==> config.mk <==
export PLATFORM = sky130hd
export DESIGN_NAME = bottle_fill_ctrl
export DESIGN_NICKNAME = d
export VERILOG_FILES = /design/src/rtl/bottle_fill_ctrl.sv
export SDC_FILE = /design/constraint.sdc
export NUM_CORES = 1
export LEC_CHECK = 0
export CELL_PAD_IN_SITES_DETAIL_PLACEMENT = 0
export CELL_PAD_IN_SITES_GLOBAL_PLACEMENT = 1
export CORE_MARGIN = 10
export CORE_UTILIZATION = 48
export DETAILED_ROUTE_END_ITERATION = 8
export DONT_BUFFER_PORTS = 1
export GPL_TIMING_DRIVEN = 0
export PLACE_DENSITY = 0.78
export SYNTH_ARGS = -nofsm -noshare
export SYNTH_HDL_FRONTEND = slang
export SYNTH_SLANG_ARGS = --single-unit
==> constraint.sdc <==
create_clock -name CLK -period 3.15 [get_ports CLK]
set_clock_uncertainty 0.1 [all_clocks]
set_input_delay 0.1575 -clock CLK [delete_from_list [all_inputs] [get_ports CLK]]
set_output_delay 0.1575 -clock CLK [all_outputs]
set_load 0.05 [all_outputs]
==> src/rtl/bottle_fill_ctrl.sv <==
// Bottle fill controller: counts pill strobes against a latched BCD target,
// closes each bottle on reaching it and keeps a BCD tally of completed bottles.
module bottle_fill_ctrl #(
    parameter int DIGITS       = 2,
    parameter int TALLY_DIGITS = 3
) (
    input  logic                      CLK,
    input  logic                      RST,
    input  logic                      start,
    input  logic                      halt,
    input  logic                      clr_tally,
    input  logic                      pill,
    input  logic                      conti,
    input  logic                      step_mode,
    input  logic                      allFull,
    input  logic [4*DIGITS-1:0]       max_bcd,
    output logic [4*DIGITS-1:0]       pill_bcd,
    output logic [4*TALLY_DIGITS-1:0] tally_bcd,
    output logic                      bottle_done,
    output logic                      wait_conti,
    output logic                      busy,
    output logic                      cfg_err,
    output logic                      drop_err
);

    localparam int PW = 4 * DIGITS;
    localparam int TW = 4 * TALLY_DIGITS;

    typedef enum logic [1:0] {
        IDLE = 2'd0,
        FILL = 2'd1,
        WAIT = 2'd2
    } state_t;

    state_t          state_q, state_d;
    logic [PW-1:0]   target_q, target_d;
    logic [PW-1:0]   pill_q, pill_d;
    logic [PW-1:0]   pill_next;
    logic [TW-1:0]   tally_q, tally_d;
    logic            done_q, done_d;
    logic            wait_q, wait_d;
    logic            busy_q, busy_d;
    logic            cfg_q, cfg_d;
    logic            drop_q, drop_d;

    // Ripple BCD increment: a 9 rolls to 0 and passes the carry upward.
    function automatic logic [PW-1:0] pill_inc(input logic [PW-1:0] v);
        logic [PW-1:0] r;
        logic          carry;
        r     = v;
        carry = 1'b1;
        for (int i = 0; i < DIGITS; i++) begin
            if (carry) begin
                if (v[4*i +: 4] == 4'd9) begin
                    r[4*i +: 4] = 4'd0;
                end else begin
                    r[4*i +: 4] = v[4*i +: 4] + 4'd1;
                    carry       = 1'b0;
                end
            end
        end
        return r;
    endfunction

    function automatic logic [TW-1:0] tally_inc(input logic [TW-1:0] v);
        logic [TW-1:0] r;
        logic          carry;
        r     = v;
        carry = 1'b1;
        for (int i = 0; i < TALLY_DIGITS; i++) begin
            if (carry) begin
                if (v[4*i +: 4] == 4'd9) begin
                    r[4*i +: 4] = 4'd0;
                end else begin
                    r[4*i +: 4] = v[4*i +: 4] + 4'd1;
                    carry       = 1'b0;
                end
            end
        end
        return r;
    endfunction

    function automatic logic target_valid(input logic [PW-1:0] v);
        logic ok;
        ok = (v != '0);
        for (int i = 0; i < DIGITS; i++) begin
            if (v[4*i +: 4] > 4'd9) begin
                ok = 1'b0;
            end
        end
        return ok;
    endfunction

    always_ff @(posedge CLK or posedge RST) begin
        if (RST) begin
            state_q  <= IDLE;
            target_q <= '0;
            pill_q   <= '0;
            tally_q  <= '0;
            done_q   <= 1'b0;
            wait_q   <= 1'b0;
            busy_q   <= 1'b0;
            cfg_q    <= 1'b0;
            drop_q   <= 1'b0;
        end else begin
            state_q  <= state_d;
            target_q <= target_d;
            pill_q   <= pill_d;
            tally_q  <= tally_d;
            done_q   <= done_d;
            wait_q   <= wait_d;
            busy_q   <= busy_d;
            cfg_q    <= cfg_d;
            drop_q   <= drop_d;
        end
    end

    always_comb begin
        state_d   = state_q;
        target_d  = target_q;
        pill_d    = pill_q;
        tally_d   = tally_q;
        done_d    = 1'b0;
        cfg_d     = cfg_q;
        drop_d    = drop_q;
        pill_next = pill_inc(pill_q);

        if (halt) begin
            state_d = IDLE;
            pill_d  = '0;
        end else begin
            case (state_q)
                IDLE: begin
                    if (start) begin
                        if (target_valid(max_bcd)) begin
                            state_d  = FILL;
                            target_d = max_bcd;
                            pill_d   = '0;
                            cfg_d    = 1'b0;
                            drop_d   = 1'b0;
                        end else begin
                            cfg_d = 1'b1;
                        end
                    end
                end
                FILL: begin
                    if (pill) begin
                        if (allFull) begin
                            drop_d = 1'b1;
                        end else if (pill_next == target_q) begin
                            pill_d  = '0;
                            tally_d = tally_inc(tally_q);
                            done_d  = 1'b1;
                            state_d = step_mode ? WAIT : FILL;
                        end else begin
                            pill_d = pill_next;
                        end
                    end
                end
                WAIT: begin
                    if (pill) begin
                        drop_d = 1'b1;
                    end
                    if (conti) begin
                        state_d = FILL;
                    end
                end
                default: begin
                    state_d = IDLE;
                end
            endcase
        end

        // A clear wins over a coincident completion; bottle_done still pulses.
        if (clr_tally) begin
            tally_d = '0;
        end

        busy_d = (state_d != IDLE);
        wait_d = (state_d == WAIT);
    end

    assign pill_bcd    = pill_q;
    assign tally_bcd   = tally_q;
    assign bottle_done = done_q;
    assign wait_conti  = wait_q;
    assign busy        = busy_q;
    assign cfg_err     = cfg_q;
    assign drop_err    = drop_q;

endmodule

Yosys cells after proc, flatten, opt, wreduce, memory -nomap -nowiden:

Cells that the tools add are included.

* $add $sub $neg: 5
* magnitude comparators: 2
* equality and inequality tests: 20
* multiplexer cells: 61
* bitwise gates (word level): 1
* reduce and logical (&&, ||, !) cells: 17

Operators by type and width (number)
* $mux 12: 6
* $mux 8: 6
* $mux 4: 8
* $mux 1: 30
* $add 4x1->4 const B: 5
* $eq 4x4->1 const B: 5
* $mux 2: 8
* $pmux 8 s2: 1
* $reduce_and 6->1: 2
* $reduce_bool 2->1: 6
* $ne 2x2->1 const B: 5
* $reduce_and 5->1: 2
* $ne 3x3->1 const B: 3
* $eq 8x8->1: 1
* $gt 4x4->1 const B: 2
* $reduce_bool 8->1: 1
* $reduce_and 7->1: 1
* $pmux 2 s3: 1
* $reduce_bool 3->1: 2
* $eq 2x2->1 const B: 2
* $ne 2x1->1 const B: 2
* $reduce_and 4->1: 1
* $ne 3x2->1 const B: 1
* $pmux 1 s3: 1
* other kinds (4): 4

* register bits after elaboration: 35
* output and inout bits: 25

Longest topological paths before layout:

* depth after elaboration: 22
* gate-level depth with buffers: 10

Least setup slack after synthesis:

OpenSTA, ideal clock, no wires.

* path type: reg2reg
* from: reg pill_q[4], in the netlist pill_bcd[4]
* to: reg tally_q[10], in the netlist tally_bcd[10]
* library setup time: 95 ps
* arrival: 2818 ps
* setup slack: 137 ps
* stages on the path, launching flop included: 9
* clock period less this slack: 3013 ps
* cell sequence: dfrtp_1 > ha_1 > and3b_1 > nor3_2 > or3_4 > a2111oi_4 > a41oi_2 > or4_1 > o31ai_1

* word-level cells in the longest chain between the ends: 6
* elaborated cells between the ends (all ways): 7

RTL lines
* from (decl): RTL line 37 `logic [PW-1:0] pill_q, pill_d;`
* from (signal assigned): RTL line 108 `pill_q <= pill_d;`
* $add 4x1->4 or $eq 4x4->1 (tied branches): RTL line 57, 54
* $mux 4: RTL line 54 `if (v[4*i +: 4] == 4'd9) begin`
* $mux 4 *: RTL line 53 `if (carry) begin`
* $eq 8x8->1 *: RTL line 150 `end else if (pill_next == target_q) begin`
* $reduce_bool 2->1 (no line) *
* $reduce_and 6->1 (no line) *
* to (signal assigned): RTL line 109 `tally_q <= tally_d;`
* to (decl): RTL line 39 `logic [TW-1:0] tally_q, tally_d;`

Mark *: on every way between the ends. The rest lies on a longest branch, timed or not.
A chain may end at the register's enable or synchronous reset.

Worst setup path in the final report:

* from: reg pill_q[5], in the netlist pill_bcd[5]
* to: reg tally_q[10], in the netlist tally_bcd[10]

Same word-level chain as after synthesis.

==> results.toml <==
[timing]
timing.setup.tns_ns = 0
worst_pin_slew_ns = 1.34
max_clock_freq_ghz = 0.331
portion_of_the_clock_cycle_consumed_by_the_worst_path_in_the_final_layout_pct = 96.0
worst_hold_slack_ns = 0.0362
max-slew-margin-rel_pct = 10.1
finalCriticalPeriod_ns = 3.02
maxSlewViolCount = 0
setup_repair_after_global_routing_missed_its_margin = "false"
setup_viol = 0
finalHoldViolations = 0

[worst_setup_path]
worst_setup_path_start_kind = "flop"
timing.reg2reg.setup_slack_ns = 0.13
worstSetupEndpointType = "flop"
crit_fanout = 6
critical_path_required_ns = 3.25
crit-reg2reg-capture = "tally_bcd[10]"
worstReg2RegStart = "pill_bcd[5]"
timing.setup.critical_path_class = "reg2reg"
worst-r2r-cell-count = 10
arrival_ns = 3.13

[clock_network]
cts-htree-levels = 2
cts_tree = "yes"
clkLatencyLatePin_ns = 0.29
cts_max_path_buffers = 2
cts_buffer_count = 5
clock_sink_count = 35
clk_pin_slew_ns = 0.07
ctsRootBufferMaster = "clkbuf_8"

[layout]
finalNetCount = 293
fillerInstances = 426
area_overhead_of_the_layout_relative_to_synthesis_pct = 14.1
antenna_cells_inserted = 0
proportion_of_layout_cells_with_a_drive_suffix_above_1_pct = 18.2
utilization_pct = 56.4

[pwr]
power.leakage_nw = 1.15
vdd_drop_max_v = 0.000280
power_per_cell_area_nw_per_um2 = 482

[yosys]
ys_warn_count = 0
synth_edf_count = 0
netlist.top_cell.by_area = "dfrtp_1"
post_synth_inst_count = 243
async_reset_ff_share_pct = 100
synth.most_common_cell = "dfrtp_1"
synth_nets = 273
synth.distinct_cells = 60
netlist_area_sq_um = 2320
ys_top_cells_by_count = "dfrtp_1, nand2_1, o21ai_0"
yosys_most_used_dff = "dfrtp_1"
syn_area_per_cell_sq_um = 9.55
ys_top_cells_by_area = "dfrtp_1, ha_1, mux2_2"
post-synth-top-area-fraction_pct = 37.8
postSynthRegisterBits = 35
synth.yosys.seq_area_share_pct = 37.8

[drt]
route.vias.total = 1904
route.detailed.wl_per_inst_um = 17.5
finalWirelength_um = 5570
postRouteAntennaNets = 0
drt_iter0_markers = 87
avgViaCountPerCell = 5.99
drt-pass1-iter-count = 4
drcViolationCount = 0

[place]
gp_congestion = 0.761
io_buffers = 0
dp.final_hpwl_um = 4050

[global_routing]
first_global_vias = 1858
antenna_found_initial = 0
pin_count_of_the_biggest_net_entering_global_routing = 24
grt_pass1_wl_um = 9330
global_route.overflow_total = 0
track_usage_pct = 14.8

[die]
row_count = 25
die_height_um = 89.5
initial_utilization_pct = 49.4
core-area_sq_um = 4690
die_area_sq_um = 8010
floorplan.io_pins = 42
die_w_um = 89.5

[hold_path]
holdCritStartpoint = "halt"
timing.hold.worst.class = "in2reg"
hold_depth = 3
whs_endpoint = "cfg_err"

[status]
outcome = "complete, no violations"

[job]
maxCapViolCount = 0
[power by group]
part / switching [W] / total (W) / internal (W)
registers: 0.000187 / 0.000695 / 0.000508
clock network: 0.000161 / 0.000316 / 0.000155
logic: 0.000135 / 0.000264 / 0.000129
total: 0.000483 / 0.00128 / 0.000793
[flip-flops by register name (all words and copies together) (netlist names)]
name	count
tally_bcd	12
state_q	2
drop_err	1
cfg_err	1
busy	1
bottle_done	1
pill_bcd	8
wait_conti	1
target_q	8
[routing by layer]
layer / global-route usage (%) / vias up / routed length (um)
met2: 22.8 / 39 / 2510
li1: - / 952 / -
met4: 4.34 / 0 / 67
met5: 0 / - / 0
met1: 19.4 / 906 / 2590
met3: 4.38 / 7 / 394
[critical path, cell delays in order (launching register included)]
cell	delay, ns
dfrtp_4	0.59
inv_2	0.10
ha_1	0.17
and3b_2	0.23
nor3_2	0.06
or3_4	0.39
a2111oi_4	0.34
buf_4	0.20
a41oi_4	0.17
or4_1	0.53
o31ai_1	0.07
[cells in the final DEF, fill, tap and decap left out, drive strengths merged, types with 2 or more instances in the layout]
master / instances
o211ai: 3
a31o: 3
inv: 15
nand2: 19
ha: 13
and3: 4
nor4: 4
clkbuf: 9
or3: 3
dlygate4sd3: 11
and2: 3
nand3b: 2
nand3: 10
a21oi: 13
mux2: 9
o41ai: 5
nand4: 2
and4: 3
nor2b: 6
o31ai: 2
o21ai: 20
mux2i: 3
nor4b: 2
a21o: 7
nor3: 7
buf: 8
a31oi: 5
nor2: 11
and3b: 2
dfrtp: 35
o21bai: 2
[how the worst max path moves through the flow]
stage	from	to	slack, ns	depth (start not counted)
finish	pill_bcd[5]	tally_bcd[10]	0.13	10
global route	pill_bcd[5]	tally_bcd[10]	0.006	10
CTS	pill_bcd[5]	tally_bcd[10]	0.004	9
detailed placement	pill_bcd[5]	tally_bcd[10]	-0.19	9
global placement	pill_bcd[5]	tally_bcd[10]	-0.19	9
floorplan	pill_bcd[4]	tally_bcd[10]	0.14	8
[metrics by stage]
step	instance area [sq um]	std cells	total power [W]	setup slack [ns]
after global routing	2650	318	0.00135	0.00600
after detailed placement	2410	298	0.000949	-0.188
after floorplan	2320	243	0.000885	0.137
after CTS	2610	317	0.00128	0.00369
after global placement	2390	297	0.000939	-0.188
final	2650	318	0.00128	0.126
[cell families after synthesis]
logic type,synth area share (%)
DFF,37.8
muxes,5.66
buffers and inverters,4.75
and+or+nand+nor,21.0
AOI/OAI and AO/OA,23.0
adders and majority gates,7.01
xor gates and xnor gates,0.755
[cell type report]
type                            instances  area, sq um  share of cell area [%]
Multi-Input combinational cell        185         1350                    50.9
Inverter                               15         56.3                    2.13
Tap cell                               54         67.6                    2.55
Clock buffer                            7         76.3                    2.88
Buffer                                  8         58.8                    2.22
Clock inverter                          1         5.00                   0.189
Timing Repair Buffer                   13          145                    5.48
Sequential cell                        35          890                    33.6
[timing repair]
item                                   4_1_cts  5_1_grt
hold buffers                                11        0
resized for setup                            5       12
setup endpoints to repair                   15       14
endpoints found under the hold margin       23        0
buffers inserted                             0        1
pin swaps                                    0        2
Note: power is estimated with default switching activity, not from simulation.
